## src/rtl/dinorun_pkg.sv

```systemverilog
// Shared types and constants for the dinorun game blocks.
// Holds the game state encoding, screen constants and the spawn threshold helper.
package dinorun_pkg;

  typedef enum logic [1:0] {
    TITLE    = 2'd0,
    RUN      = 2'd1,
    HIT      = 2'd2,
    GAMEOVER = 2'd3
  } game_state_e;

  localparam int unsigned GROUND_Y         = 400;
  localparam logic [11:0] COLOR_BG         = 12'hFFF;
  localparam logic [11:0] COLOR_FG         = 12'h555;
  localparam int unsigned DEF_FLASH_FRAMES = 60;
  localparam int unsigned DEF_LIVES        = 3;

  // SpawnBase << level, clamped so it still compares against an 8-bit random byte
  function automatic logic [7:0] spawn_thresh(input logic [7:0] base, input logic [2:0] level);
    logic [15:0] t;
    t = {8'd0, base} << level;
    return (t > 16'd255) ? 8'hFF : t[7:0];
  endfunction

endpackage

```

## src/rtl/dinorun_game_ctrl_rr_spawn_arbiter.sv

```systemverilog
// Round-robin spawn arbiter: picks the first inactive obstacle channel at or after the pointer.
// Pure combinational; the caller owns the pointer register.
module rr_spawn_arbiter #(
  parameter int N  = 4,
  parameter int PW = (N > 1) ? $clog2(N) : 1
) (
  input  logic          req,
  input  logic [N-1:0]  inactive,
  input  logic [PW-1:0] ptr,
  output logic [N-1:0]  grant,
  output logic [PW-1:0] next_ptr,
  output logic          granted
);

  always_comb begin
    int idx;
    grant    = '0;
    next_ptr = ptr;
    granted  = 1'b0;
    idx      = 0;
    for (int i = 0; i < N; i++) begin
      idx = int'(ptr) + i;
      if (idx >= N) idx = idx - N;
      if (req && !granted && inactive[idx]) begin
        granted    = 1'b1;
        grant[idx] = 1'b1;
        next_ptr   = (idx == N - 1) ? '0 : PW'(idx + 1);
      end
    end
  end

endmodule

```

## src/rtl/dinorun_game_ctrl.sv

```systemverilog
// Dinorun game controller: title/run/hit/game-over FSM, lives, levels and
// round-robin obstacle spawning on frame boundaries.
module dinorun_game_ctrl
  import dinorun_pkg::*;
#(
  parameter int NumObstacles = 4,
  parameter int FlashFrames  = DEF_FLASH_FRAMES,
  parameter int Lives        = DEF_LIVES,
  parameter int BlinkBit     = 3,
  parameter int GapFrames    = 20,
  parameter int SpawnBase    = 8,
  parameter int LevelFrames  = 600,
  parameter int MaxLevel     = 3
) (
  input  logic                    clk_i,
  input  logic                    rst_ni,
  input  logic                    vsync_edge_i,
  input  logic                    start_i,
  input  logic                    up_i,
  input  logic                    down_i,
  input  logic [15:0]             rand_i,
  input  logic                    collision_i,
  input  logic [NumObstacles-1:0] obstacle_active_i,
  output logic [1:0]              state_o,
  output logic                    next_frame_o,
  output logic [NumObstacles-1:0] spawn_o,
  output logic                    reset_objects_no,
  output logic                    score_clear_no,
  output logic                    score_en_o,
  output logic                    dino_enable_o,
  output logic                    title_en_o,
  output logic [2:0]              lives_o,
  output logic [2:0]              level_o
);

  localparam int PW = (NumObstacles > 1) ? $clog2(NumObstacles) : 1;

  game_state_e state_q, state_d;
  logic [2:0]  lives_q, lives_d;
  logic [2:0]  level_q, level_d;
  logic [7:0]  flash_q, flash_d;
  logic [7:0]  gap_q, gap_d;
  logic [11:0] lvl_cnt_q, lvl_cnt_d;
  logic [PW-1:0] rr_ptr_q, rr_ptr_d;

  logic                    obj_clr, score_clr;
  logic                    run_frame, spawn_req, granted;
  logic [NumObstacles-1:0] grant;
  logic [PW-1:0]           next_ptr;
  logic                    rand_lo_unused;

  assign rand_lo_unused = ^rand_i[7:0];

  // A collision in the same cycle turns the frame into a hit, so nothing spawns
  assign run_frame = vsync_edge_i && (state_q == RUN) && !collision_i;
  assign spawn_req = run_frame && (gap_q == 8'd0) &&
                     (rand_i[15:8] < spawn_thresh(8'(SpawnBase), level_q));

  rr_spawn_arbiter #(.N(NumObstacles), .PW(PW)) u_arb (
    .req      (spawn_req),
    .inactive (~obstacle_active_i),
    .ptr      (rr_ptr_q),
    .grant    (grant),
    .next_ptr (next_ptr),
    .granted  (granted)
  );

  always_comb begin
    state_d   = state_q;
    lives_d   = lives_q;
    level_d   = level_q;
    flash_d   = flash_q;
    gap_d     = gap_q;
    lvl_cnt_d = lvl_cnt_q;
    rr_ptr_d  = rr_ptr_q;
    obj_clr   = 1'b0;
    score_clr = 1'b0;
    unique case (state_q)
      TITLE: begin
        if (start_i) begin
          state_d   = RUN;
          obj_clr   = 1'b1;
          score_clr = 1'b1;
        end
      end
      RUN: begin
        if (collision_i) begin
          state_d = HIT;
          flash_d = 8'(FlashFrames);
          lives_d = lives_q - 3'd1;
        end else if (vsync_edge_i) begin
          if (granted) begin
            gap_d    = 8'(GapFrames);
            rr_ptr_d = next_ptr;
          end else if (gap_q != 8'd0) begin
            gap_d = gap_q - 8'd1;
          end
          if (lvl_cnt_q == 12'(LevelFrames - 1)) begin
            lvl_cnt_d = '0;
            if (level_q != 3'(MaxLevel)) level_d = level_q + 3'd1;
          end else begin
            lvl_cnt_d = lvl_cnt_q + 12'd1;
          end
        end
      end
      HIT: begin
        if (vsync_edge_i && flash_q != 8'd0) begin
          flash_d = flash_q - 8'd1;
          if (flash_q == 8'd1) begin
            if (lives_q != 3'd0) begin
              state_d = RUN;
              obj_clr = 1'b1;
            end else begin
              state_d = GAMEOVER;
            end
          end
        end
      end
      GAMEOVER: begin
        if (start_i) begin
          state_d   = RUN;
          obj_clr   = 1'b1;
          score_clr = 1'b1;
        end else if (up_i || down_i) begin
          state_d   = TITLE;
          obj_clr   = 1'b1;
          score_clr = 1'b1;
        end
      end
      default: state_d = TITLE;
    endcase
    // Any entry into RUN with a score clear starts a fresh game
    if (score_clr && state_d == RUN) begin
      lives_d   = 3'(Lives);
      level_d   = '0;
      flash_d   = '0;
      gap_d     = '0;
      lvl_cnt_d = '0;
      rr_ptr_d  = '0;
    end
  end

  always_ff @(posedge clk_i) begin
    if (!rst_ni) begin
      state_q   <= TITLE;
      lives_q   <= 3'(Lives);
      level_q   <= '0;
      flash_q   <= '0;
      gap_q     <= '0;
      lvl_cnt_q <= '0;
      rr_ptr_q  <= '0;
    end else begin
      state_q   <= state_d;
      lives_q   <= lives_d;
      level_q   <= level_d;
      flash_q   <= flash_d;
      gap_q     <= gap_d;
      lvl_cnt_q <= lvl_cnt_d;
      rr_ptr_q  <= rr_ptr_d;
    end
  end

  assign state_o          = state_q;
  assign next_frame_o     = rst_ni && vsync_edge_i && (state_q == TITLE || state_q == RUN);
  assign score_en_o       = rst_ni && vsync_edge_i && (state_q == RUN);
  assign spawn_o          = rst_ni ? grant : '0;
  assign reset_objects_no = rst_ni && !obj_clr;
  assign score_clear_no   = rst_ni && !score_clr;
  assign dino_enable_o    = (state_q != HIT) || flash_q[BlinkBit];
  assign title_en_o       = (state_q == TITLE);
  assign lives_o          = lives_q;
  assign level_o          = level_q;

endmodule

```

## config.mk

```make
export PLATFORM = sky130hd
export DESIGN_NAME = dinorun_game_ctrl
export DESIGN_NICKNAME = d
export VERILOG_FILES = /design/src/rtl/dinorun_pkg.sv /design/src/rtl/dinorun_game_ctrl_rr_spawn_arbiter.sv /design/src/rtl/dinorun_game_ctrl.sv
export SDC_FILE = /design/constraint.sdc
export NUM_CORES = 1
export LEC_CHECK = 0
export CORE_MARGIN = 2
export CORE_UTILIZATION = 64
export CTS_CLUSTER_SIZE = 24
export DETAILED_ROUTE_END_ITERATION = 10
export DONT_BUFFER_PORTS = 1
export PLACE_DENSITY = 0.8
export SLEW_MARGIN = 0
export SYNTH_ARGS = -nofsm -noshare
export SYNTH_HDL_FRONTEND = slang
export SYNTH_SLANG_ARGS = --single-unit
```

## constraint.sdc

```tcl
create_clock -name clk_i -period 4.4 [get_ports clk_i]
set_clock_uncertainty 0.05 [all_clocks]
set_input_delay 0.88 -clock clk_i [delete_from_list [all_inputs] [get_ports clk_i]]
set_output_delay 0.88 -clock clk_i [all_outputs]
set_load 0.02 [all_outputs]
```

# After elaboration in Yosys (flattened, before gate mapping)

Index checks and enable logic that the tools add are counted.

Register bits: 38
Latch bits: 0
RAM bits: 0
ROM bits: 0
Input port bits: 27
Output and inout bits: 18
Logic and storage cells: 168
Memories: 0

$add $sub $neg: 16
Multiply operators: 0
Div/mod/pow operators: 0
Magnitude comparators: 14
Equality and inequality tests: 14
Shifts and indexed selects: 1
Muxes and demuxes: 64
Bitwise gates (word level): 6
Reduce and logical (&&, ||, !) cells: 46

Operators by type and width:

| kind                                                                | count |
|---|---|
| equality test 32 x 3 -> 1 bit (second input constant)               | 4 |
| greater-or-equal comparator 32 x 1 -> 1 bit (second input constant) | 4 |
| less-than comparator 32 x 4 -> 1 bit (second input constant)        | 4 |
| two-way mux 32 bit                                                  | 4 |
| greater-or-equal comparator 32 x 4 -> 1 bit (second input constant) | 3 |
| subtractor 32 x 4 -> 32 bit (second input constant)                 | 3 |
| two-way mux 8 bit                                                   | 5 |
| two-way mux 2 bit                                                   | 15 |
| logical AND 1 bit                                                   | 22 |
| two-way mux 1 bit                                                   | 22 |
| two-way mux 4 bit                                                   | 5 |
| greater-than comparator 16 x 8 -> 1 bit (second input constant)     | 1 |
| case mux 8 bit (2 select lines)                                     | 1 |
| nonzero test 8 bit                                                  | 2 |
| << shifter 4 x 3 -> 16 bit (first input constant)                   | 1 |
| subtractor 8 x 1 -> 8 bit (second input constant)                   | 2 |
| adder 12 x 1 -> 12 bit (second input constant)                      | 1 |
| equality test 12 x 10 -> 1 bit (second input constant)              | 1 |
| two-way mux 12 bit                                                  | 1 |
| OR 4 bit                                                            | 3 |
| AND reduction 5 bit                                                 | 2 |
| adder 2 bit (second input constant)                                 | 4 |
| binary-select mux 1 bit (select 2 bit)                              | 4 |
| demux 1 bit (select 2 bit)                                          | 4 |
| other kinds (28)                                                    | 43 |

# Longest topological paths before layout

Gate-level depths: netlist (run 1).

Depth after elaboration: 21
Depth in mapped cells: 13
Mapped depth without buffers: 12

# By module

From an unflattened synthesis (run 1), not the netlist that was laid out.

Cell total of the unflattened synthesis: 362
Area total of the unflattened synthesis: 3106.7 µm²

By module, submodules not included:

| module            | times used | cells an instance | area an instance (µm²) |
|---|---|---|---|
| dinorun_game_ctrl | 1          | 294               | 2509.9 |
| rr_spawn_arbiter  | 1          | 68                | 596.8 |

# Worst setup path before layout (run 1)

OpenSTA, ideal clock, no wires.

Path type: register -> output
From: register level_q[0] (netlist: level_o[0])
To: output port spawn_o[0]
Arrival time: 2.770 ns
Path slack: 0.700 ns
Cell stages (with the launch flop): 13
Cells stage by stage: dfxtp_1 inv_1 ha_1 o21a_1 or2_2 a21oi_1 ha_1 a21oi_1 nand2_1 nor4_1 and2_1 nand2_1 nor2_1

Word-level cells in the longest chain between the ends: 20
Elaborated cells between the ends (all ways): 26
Classes of those cells: order compare: 2; shift: 1; mux: 9; bitwise: 3; reduce/logical: 11

Ends and longest elaborated chain:

| what                                    | RTL line                                 | text |
|---|---|---|
| start: declaration                      | dinorun_game_ctrl.sv:40                  | `logic [2:0] level_q, level_d;` |
| start signal: assignment                | dinorun_game_ctrl.sv:155                 | `level_q <= level_d;` |
| << shifter 4 x 3 -> 16 bit (*)          | dinorun_pkg.sv:21                        | `t = {8'd0, base} << level;` |
| greater-than comparator 16 x 8 -> 1 bit | dinorun_pkg.sv:22                        | `return (t > 16'd255) ? 8'hFF : t[7:0];` |
| two-way mux 8 bit (*)                   | dinorun_pkg.sv:22                        |  |
| less-than comparator 8 bit (*)          | dinorun_game_ctrl.sv:57                  | `(rand_i[15:8] < spawn_thresh(8'(SpawnBase), level_q));` |
| logical AND 1 bit (*)                   | dinorun_game_ctrl.sv:56                  | `assign spawn_req = run_frame && (gap_q == 8'd0) &&` |
| logical AND 1 bit                       | dinorun_game_ctrl_rr_spawn_arbiter.sv:24 | `if (req && !granted && inactive[idx]) begin` |
| two-way mux 1 bit                       | dinorun_game_ctrl_rr_spawn_arbiter.sv:24 |  |
| zero test 1 bit                         | dinorun_game_ctrl_rr_spawn_arbiter.sv:24 |  |
| logical AND 1 bit (2 in series)         | dinorun_game_ctrl_rr_spawn_arbiter.sv:24 |  |
| two-way mux 1 bit                       | dinorun_game_ctrl_rr_spawn_arbiter.sv:24 |  |
| zero test 1 bit                         | dinorun_game_ctrl_rr_spawn_arbiter.sv:24 |  |
| logical AND 1 bit (2 in series)         | dinorun_game_ctrl_rr_spawn_arbiter.sv:24 |  |
| two-way mux 1 bit                       | dinorun_game_ctrl_rr_spawn_arbiter.sv:24 |  |
| zero test 1 bit                         | dinorun_game_ctrl_rr_spawn_arbiter.sv:24 |  |
| logical AND 1 bit (2 in series)         | dinorun_game_ctrl_rr_spawn_arbiter.sv:24 |  |
| two-way mux 4 bit (*)                   | dinorun_game_ctrl_rr_spawn_arbiter.sv:24 |  |
| two-way mux 4 bit (*)                   | dinorun_game_ctrl.sv:166                 | `assign spawn_o = rst_ni ? grant : '0;` |
| end: declaration                        | dinorun_game_ctrl.sv:26                  | `output logic [NumObstacles-1:0] spawn_o,` |

Every way passes the cells marked *; elsewhere a longest branch is shown, timed or not.

# Final worst setup path (run 1)

From: register level_q[0] (netlist: level_o[0])
To: output port spawn_o[2]

Same word-level chain as after synthesis.

==> impl_metrics.tcl, run 1 <==
set metrics [dict create \
    outcome "finished, final reports clean" \
    htree_num_levels 2 \
    setup.worst_path.end_class "primary output" \
    stdcell_count 386 \
    synth_seq_cells 38 \
    worst-path-buf-inv 1 \
    clock_sinks 38 \
    nets 391 \
    period_share 0.952 \
    dr_total_vias 2312 \
    hp-class "register to register" \
    place_congestion 0.861 \
    clk_path_buf_depth 2 \
    min_delay_path_depth 2 \
    async_flop_share 0 \
    cp_top_family "simple AND/OR/NAND/NOR gates" \
    crit_chain "inv_1 > ha_1 > o21a_1 > or2_2 > a21oi_1 > ha_1 > a21oi_1 > nand2_1 > nor4_1 > and2_1 > nand2_1 > nor2_1" \
    drt_wl_total_um 5360 \
    ir_worst_vdd_uv 303 \
    clk_latency_ns 0.29 \
    crit_fanout 7 \
    diodes 0 \
    p_total_mw 0.891 \
    die_area_um2 4840 \
    die-width_um 69.5 \
    synth_ff_type "dfxtp_1" \
    finalMaxSlewViolations 0 \
    synth_edf_count 0 \
    avgSynthCellArea_um2 8.21 \
    drv_cap 0 \
    cts_tree "done" \
    cts_buffers 5 \
    grt_pass1_wl_um 9440 \
    path_class "register to primary output" \
    port_buffers 0 \
    vias_per_cell 5.99 \
    drt_iter0_markers 129 \
    ff2ff_path_depth 12 \
    antenna_found_initial 0 \
    required_ns 3.47 \
    overflow 0 \
    grt_start_max_net_pins 26 \
    yosysWarnings 0 \
    max_freq_ghz 0.239 \
    initial_core_util 0.677 \
    synth_cell_types 56 \
    drt-pass1-iter-count 4 \
    cp.arrival_ns 3.26 \
    tightest_slew_ns 0.575 \
    min_period_ns 4.19 \
    grt_use_total 0.232 \
    power.density_nw_per_um2 305 \
    r2r_slack_ns 1.30 \
    relSlewSlack 0.614 \
    dp_hpwl_um 3940 \
    synth_nets 391 \
    std_cell_rows 23 \
    synth_area_um2 2750 \
    slowest_delay_ns 0.47 \
    core_um2 4060 \
    setup_violations 0 \
    syn_inst 335 \
    area_growth_pct 6.24 \
    timing.hold.ws_ns 0.433 \
    critPathSlowestCell "dfxtp_2" \
    utilization 0.720 \
    clock-root-buffer "clkbuf_8" \
    design_area_um2 2920 \
    seq_area_frac_synth 0.277 \
    rsz0062_at_grt "yes" \
    p_leak_nw 1.14 \
    pin_count 45 \
    hold_viol_final 0 \
    drc_errors 0 \
    dpl_cell_area_um2 2780 \
    dp_cells 378 \
    clk_pin_slew_ns 0.07 \
    drive_above_1_share 0.0893 \
    routedWlPerCell_um 13.9 \
    final_antenna_net_count 0 \
    start_kind "register" \
    fp.dieH_um 69.5 \
    crit_cells 12 \
    grt_pass1_vias 2201 \
]
## placed cells by master (no fill, tap or decap), drive strengths merged, types with 2 or more instances in the layout
cell and n:
a211o 2, a211oi 2, a21o 2, a21oi 29
a31oi 3, and2 4, and3 4, buf 2
bufinv 2, clkbuf 6, dfxtp 38, ha 29
inv 23, mux2i 6, mux4 4, nand2 20
nand2b 3, nand3 5, nand4 5, nor2 51
nor2b 7, nor3 17, nor4 8, o211ai 2
o21ai 6, o221ai 2, o31a 2, o31ai 3
or2 3, or3 3, or4 4, xnor2 15
xor2 10
## flip-flops by register name, indices dropped and copies added, names as in the netlist
| register | cells |
|---|---|
| level_o | 3 |
| state_o | 2 |
| lives_o | 3 |
| lvl_cnt_q | 12 |
| rr_ptr_q | 2 |
| gap_q | 8 |
| flash_q | 8 |
## kinds of logic (layout without fill, tap and decap cells)
logic type               Yosys count  after routing  share of synthesized area
buffers and inverters             32             33                     0.0501
AND/OR/NAND/NOR                  138            138                      0.256
multiplexers                      10             10                     0.0546
adder cells (fa/ha/maj)           29             29                      0.132
AO/OA/AOI/OAI                     63             63                      0.151
flip-flops                        38             38                      0.277
XOR/XNOR                          25             25                     0.0797
## metal layers
layer	track usage	part of all wire	vias to the layer above
met4	0.0697	0.012	0
li1	-	-	1177
met2	0.400	0.49	49
met5	0	0	-
met1	0.290	0.46	1078
met3	0.0523	0.044	8
## power by group
part | internal, mW | leakage (nW) | switching (mW)
Combinational | 0.0615 | 0.756 | 0.0889
Sequential | 0.359 | 0.308 | 0.0195
Clock | 0.242 | 0.0714 | 0.121
## path summary, 6_finish.rpt
kind                   start         end
hold reg to reg   flash_q[0]  flash_q[0]
hold / removal    flash_q[0]  flash_q[0]
setup / recovery  level_o[0]  spawn_o[2]
setup reg to reg  level_o[0]    gap_q[4]
## cell type report
class,count,area (µm²)
inverter,23,86.3
clock inverter,2,60.1
clock buffer,6,82.6
fill,324,1140
tap,50,62.6
timing repair buffer,2,15.0
sequential,38,763
multi-input combinational,265,1850
## per-stage QoR
stage                     worst slack [ns]  setup TNS, ns
after CTS                           0.0600              0
after detailed placement             0.394              0
after floorplan                      0.700              0
final                                0.212              0
after global placement               0.438              0
after global routing               -0.0171        -0.0280
## repair_timing
action / in CTS / in global routing
setup endpoints to repair: 0 / 4
resized for setup: 0 / 2
hold buffers: 0 / 0
buffers inserted: 0 / 0
## cells in the mapped netlist (2+ instances only)
cell type	count	area, µm²
clkbuf_1	4	15.0
nor3_1	17	85.1
nor2_1	51	191
a21oi_1	28	140
nand4_1	5	31.3
o31ai_1	3	22.5
a211o_1	2	17.5
xnor2_1	15	131
mux2i_1	6	60.1
nor4_1	6	37.5
a21o_1	2	15.0
or4_4	2	22.5
o221ai_1	2	17.5
a211oi_1	2	15.0
nand2b_1	3	18.8
and2_1	3	18.8
inv_1	23	86.3
nor2b_1	7	43.8
dfxtp_1	38	761
buf_4	2	15.0
or4_1	2	15.0
o21ai_0	5	25.0
or2_2	3	18.8
buf_2	2	10.0
a31oi_1	3	18.8
ha_1	29	363
nand3_1	5	25.0
and3_1	4	25.0
mux4_2	4	90.1
or3_1	2	12.5
o211ai_1	2	15.0
nand2_1	20	75.1
xor2_1	10	87.6
## worst min-delay path, cell delays in order, from the launching register on
cell	delay [ns]
dfxtp_1	0.32
nand2_1	0.06
a21oi_1	0.06
No activity file was read; power rests on OpenSTA's default activity.
==> run 2, diff against run 1 <==
Settings changed: CORE_UTILIZATION 64 to 50, PLACE_DENSITY 0.8 to default.
==> impl_metrics.tcl, run 2 (synthesis results as in run 1) <==
set metrics [dict create \
    outcome "finished, final reports clean" \
    power.density_nw_per_um2 262 \
    clock_power_share 0.305 \
    die_area_um2 6110 \
    min_period_ns 4.23 \
    grt_start_max_net_pins 26 \
    tightest_slew_ns 0.564 \
    slowest_delay_ns 0.46 \
    start_kind "register" \
    design_area_um2 2880 \
    port_buffers 0 \
    max_freq_ghz 0.237 \
    cp.arrival_ns 3.30 \
    antenna_found_initial 0 \
    std_cell_rows 26 \
    crit_fanout 7 \
    grt_pass1_wl_um 9180 \
    dpl_cell_area_um2 2800 \
    relSlewSlack 0.621 \
    gr-usage-met2 0.300 \
    dp_hpwl_um 4070 \
    routedWlPerCell_um 13.3 \
    die-width_um 78.1 \
    busiest_layer "met2" \
    overflow 0 \
    top_regs "lvl_cnt_q (12), flash_q (8), gap_q (8)" \
    clk_pin_slew_ns 0.07 \
    grt_use_total 0.183 \
    diodes 0 \
    clk_latency_ns 0.28 \
    p_leak_nw 1.11 \
    drt-pass1-iter-count 4 \
    grt_pass1_vias 2067 \
    period_share 0.960 \
    netSwitchingPower_mw 0.216 \
    ir_worst_vdd_uv 231 \
    final_common_cell "nor2_1" \
    hold_viol_final 0 \
    top_register "lvl_cnt_q" \
    critPathSlowestCell "dfxtp_2" \
    clock_sinks 38 \
    initial_core_util 0.528 \
    setup.worst_path.end_class "primary output" \
    combPwrFrac 0.195 \
    dp_cells 398 \
    p_int_mw 0.540 \
    drt_wl_total_um 5380 \
    path_class "register to primary output" \
    cts_buffers 5 \
    tns_ns 0 \
    area_growth_pct 4.92 \
    pin_count 45 \
    htree_num_levels 2 \
    clock-root-buffer "clkbuf_8" \
    nets 391 \
    cts_tree "done" \
    place_congestion 0.775 \
    finalMaxSlewViolations 0 \
    p_sw_frac 0.285 \
    dr_total_vias 2222 \
    cp_top_family "simple AND/OR/NAND/NOR gates" \
    met1_usage 0.246 \
    hp-class "register to register" \
    final_antenna_net_count 0 \
    drt_iter0_markers 99 \
    fin_ws_ns 0.174 \
    clk_path_buf_depth 2 \
    fp.dieH_um 78.1 \
    layout_common_cells "nor2_1, dfxtp_1, ha_1" \
    crit_chain "inv_1 > ha_1 > o21a_1 > or2_2 > a21oi_1 > ha_1 > a21oi_1 > nand2_1 > nor4_1 > and2_1 > nand2_1 > nor2_1" \
    drv_cap 0 \
    drive_above_1_share 0.0808 \
    drc_errors 0 \
    worst-path-buf-inv 1 \
    stdcell_count 404 \
    utilization 0.554 \
    rsz0062_at_grt "yes" \
    post-place-ws_ns 0.346 \
    largest_reg_flops 12 \
    required_ns 3.47 \
    use_met3 0.0356 \
    vias_per_cell 5.50 \
    setup_violations 0 \
    p_seq_frac 0.500 \
    core_um2 5200 \
]
## run 2: timing repair
item                                    in CTS  in global routing
endpoints found under the setup margin       0                  4
endpoints found under the hold margin        0                  0
hold buffers                                 0                  0
gates resized for setup                      0                  1
setup buffers                                0                  0
## run 2: area by class of cell
cell class                 count  area [µm²]
sequential                    38         762
timing repair buffer           2        15.0
inverter                      23        86.3
clock buffer                   6        82.6
multi-input combinational    265        1850
fill                         517        2320
tap                           70        87.6
## run 2: worst paths after layout
check	startpoint	endpoint	slack [ns]	cells past startpoint
worst max-delay path	level_o[1]	spawn_o[3]	0.17	12
worst min-delay path	flash_q[0]	flash_q[0]	0.43	2
worst max register to register	level_o[1]	gap_q[4]	1.29	12
worst min register to register	flash_q[0]	flash_q[0]	0.43	2
## run 2: through the flow
step / hold slack [ns] / total power, mW
4_1_cts: 0.433 / 0.765
2_1_floorplan: 0.403 / 0.511
5_1_grt: 0.477 / 0.797
6_report: 0.427 / 0.756
3_5_place_dp: 0.421 / 0.533
3_3_place_gp: 0.420 / 0.532
## run 2: worst min-delay path, delay by kind of cell, from the launching register on
kind	cells	cell delay, ns
compound gates	1	0.05
flops	1	0.33
simple gates	1	0.06
## run 2: metal layers
layer | wire length [µm] | vias to the layer above
li1 | - | 1170
met1 | 2720 | 1019
met2 | 2430 | 29
met3 | 176 | 4
met4 | 40 | 0
met5 | 0 | -
## run 2: power groups by stage
stage          combinational [mW]  clock [mW]  sequential (mW)
2_1_floorplan               0.129           0            0.382
3_3_place_gp                0.146           0            0.386
3_5_place_dp                0.147           0            0.386
4_1_cts                     0.149       0.238            0.378
5_1_grt                     0.169       0.248            0.380
6_report                    0.148       0.230            0.378
==> run 3, diff against run 2 <==
Settings changed: CORE_MARGIN 2 to 5.
==> impl_metrics.tcl, run 3 (synthesis results as in run 1) <==
set metrics [dict create \
    outcome "finished, final reports clean" \
    clk_path_buf_depth 2 \
    diodes 0 \
    htree_num_levels 2 \
    ir_worst_vdd_uv 163 \
    hp-class "register to register" \
    period_share 0.954 \
    pin_count 45 \
    antenna_found_initial 0 \
    grt_pass1_wl_um 9760 \
    clock-root-buffer "clkbuf_8" \
    cts_buffers 5 \
    final_antenna_net_count 0 \
    drt_iter0_markers 114 \
    p_leak_nw 1.11 \
    nFillCells 558 \
    final_common_cell "nor2_1" \
    p_seq_frac 0.488 \
    seqCellArea_um2 762 \
    fin_ws_ns 0.201 \
    grt_pass1_vias 2140 \
    routedWlPerCell_um 13.7 \
    start_kind "register" \
    top_regs "lvl_cnt_q (12), flash_q (8), gap_q (8)" \
    dp_hpwl_um 4200 \
    path_class "register to primary output" \
    min_period_ns 4.20 \
    clk_latency_ns 0.29 \
    initial_core_util 0.505 \
    p_int_mw 0.545 \
    clk_pin_slew_ns 0.07 \
    multi_input_area_um2 1850 \
    design_area_um2 2900 \
    fp.dieH_um 84.1 \
    finalMaxSlewViolations 0 \
    critPathSlowestCell "dfxtp_1" \
    grt_use_total 0.164 \
    grt_start_max_net_pins 26 \
    port_buffers 0 \
    std_cell_rows 27 \
    crit_chain "inv_1 > ha_1 > o21a_1 > or2_2 > a21oi_1 > ha_1 > a21oi_1 > nand2_1 > nor4_1 > and2_1 > nand2_1 > nor2_1" \
    drt-pass1-iter-count 4 \
    slowest_delay_ns 0.45 \
    post-place-ws_ns 0.371 \
    drive_above_1_share 0.0863 \
    drc_errors 0 \
    dpl_cell_area_um2 2800 \
    crit_fanout 6 \
    vias_per_cell 5.51 \
    rsz0062_at_grt "yes" \
    cts_tree "done" \
    nets 391 \
    setup_violations 0 \
    overflow 0 \
    netSwitchingPower_mw 0.231 \
    die_area_um2 7080 \
    combPwrFrac 0.190 \
    dr_total_vias 2249 \
    clock_sinks 38 \
    post-cts-setup-buffers 0 \
    area_growth_pct 5.46 \
    top_register "lvl_cnt_q" \
    setup.worst_path.end_class "primary output" \
    tightest_slew_ns 0.534 \
    max_freq_ghz 0.238 \
    drv_cap 0 \
    power.density_nw_per_um2 268 \
    p_sw_frac 0.297 \
    cts.repair.resized 0 \
    cp.arrival_ns 3.27 \
    p_total_mw 0.776 \
    place_congestion 0.787 \
    hold_viol_final 0 \
    cts_hold_buffers 0 \
    drt_wl_total_um 5600 \
    required_ns 3.47 \
    largest_reg_flops 12 \
    core_um2 5440 \
    relSlewSlack 0.642 \
    die-width_um 84.1 \
    clock_power_share 0.322 \
    layout_common_cells "nor2_1, dfxtp_1, ha_1" \
]
[run 3: final cells by class]
type	count	share of cell area
Sequential cell	38	0.263
Tap cell	72	0.0311
Multi-Input combinational cell	265	0.638
Clock buffer	6	0.0285
Clock inverter	2	0.00432
Timing Repair Buffer	2	0.00518
Inverter	23	0.0298
[run 3: per-layer routing]
layer | track usage | up-vias | routed length (µm)
met5 | 0 | - | 0
met1 | 0.210 | 1034 | 2620
met4 | 0.0395 | 0 | 55
met2 | 0.280 | 33 | 2710
li1 | - | 1175 | -
met3 | 0.0353 | 7 | 213
[run 3: final timing paths]
kind | start | to | slack, ns | cells past startpoint
worst max-delay path | level_o[0] | spawn_o[3] | 0.20 | 12
worst min-delay path | flash_q[0] | flash_q[0] | 0.43 | 2
worst max register to register | level_o[0] | gap_q[4] | 1.29 | 12
worst min register to register | flash_q[0] | flash_q[0] | 0.43 | 2
[run 3: power groups by stage]
stage               Clock (mW)  Combinational [mW]  Sequential, mW
global route             0.278               0.166           0.381
floorplan                    0               0.129           0.382
CTS                      0.262               0.148           0.379
detailed placement           0               0.147           0.387
global placement             0               0.147           0.386
finish                   0.250               0.147           0.379
[run 3: worst max-delay path, delay by kind of cell (launching register included)]
| family | cells | cell delay (ns) |
|---|---|---|
| flip-flops | 1 | 0.45 |
| buffers and inverters | 1 | 0.10 |
| adder cells (fa/ha/maj) | 2 | 0.47 |
| AO/OA/AOI/OAI | 3 | 0.49 |
| AND/OR/NAND/NOR | 6 | 1.46 |
[run 3: metrics by stage]
stage               hold slack [ns]  utilization  setup TNS [ns]  std cells
finish                        0.431        0.533               0        408
global route                  0.465        0.533          -0.282        408
CTS                           0.437        0.533               0        408
detailed placement            0.427        0.515               0        400
global placement              0.420        0.515               0        400
floorplan                     0.403            -               0        335
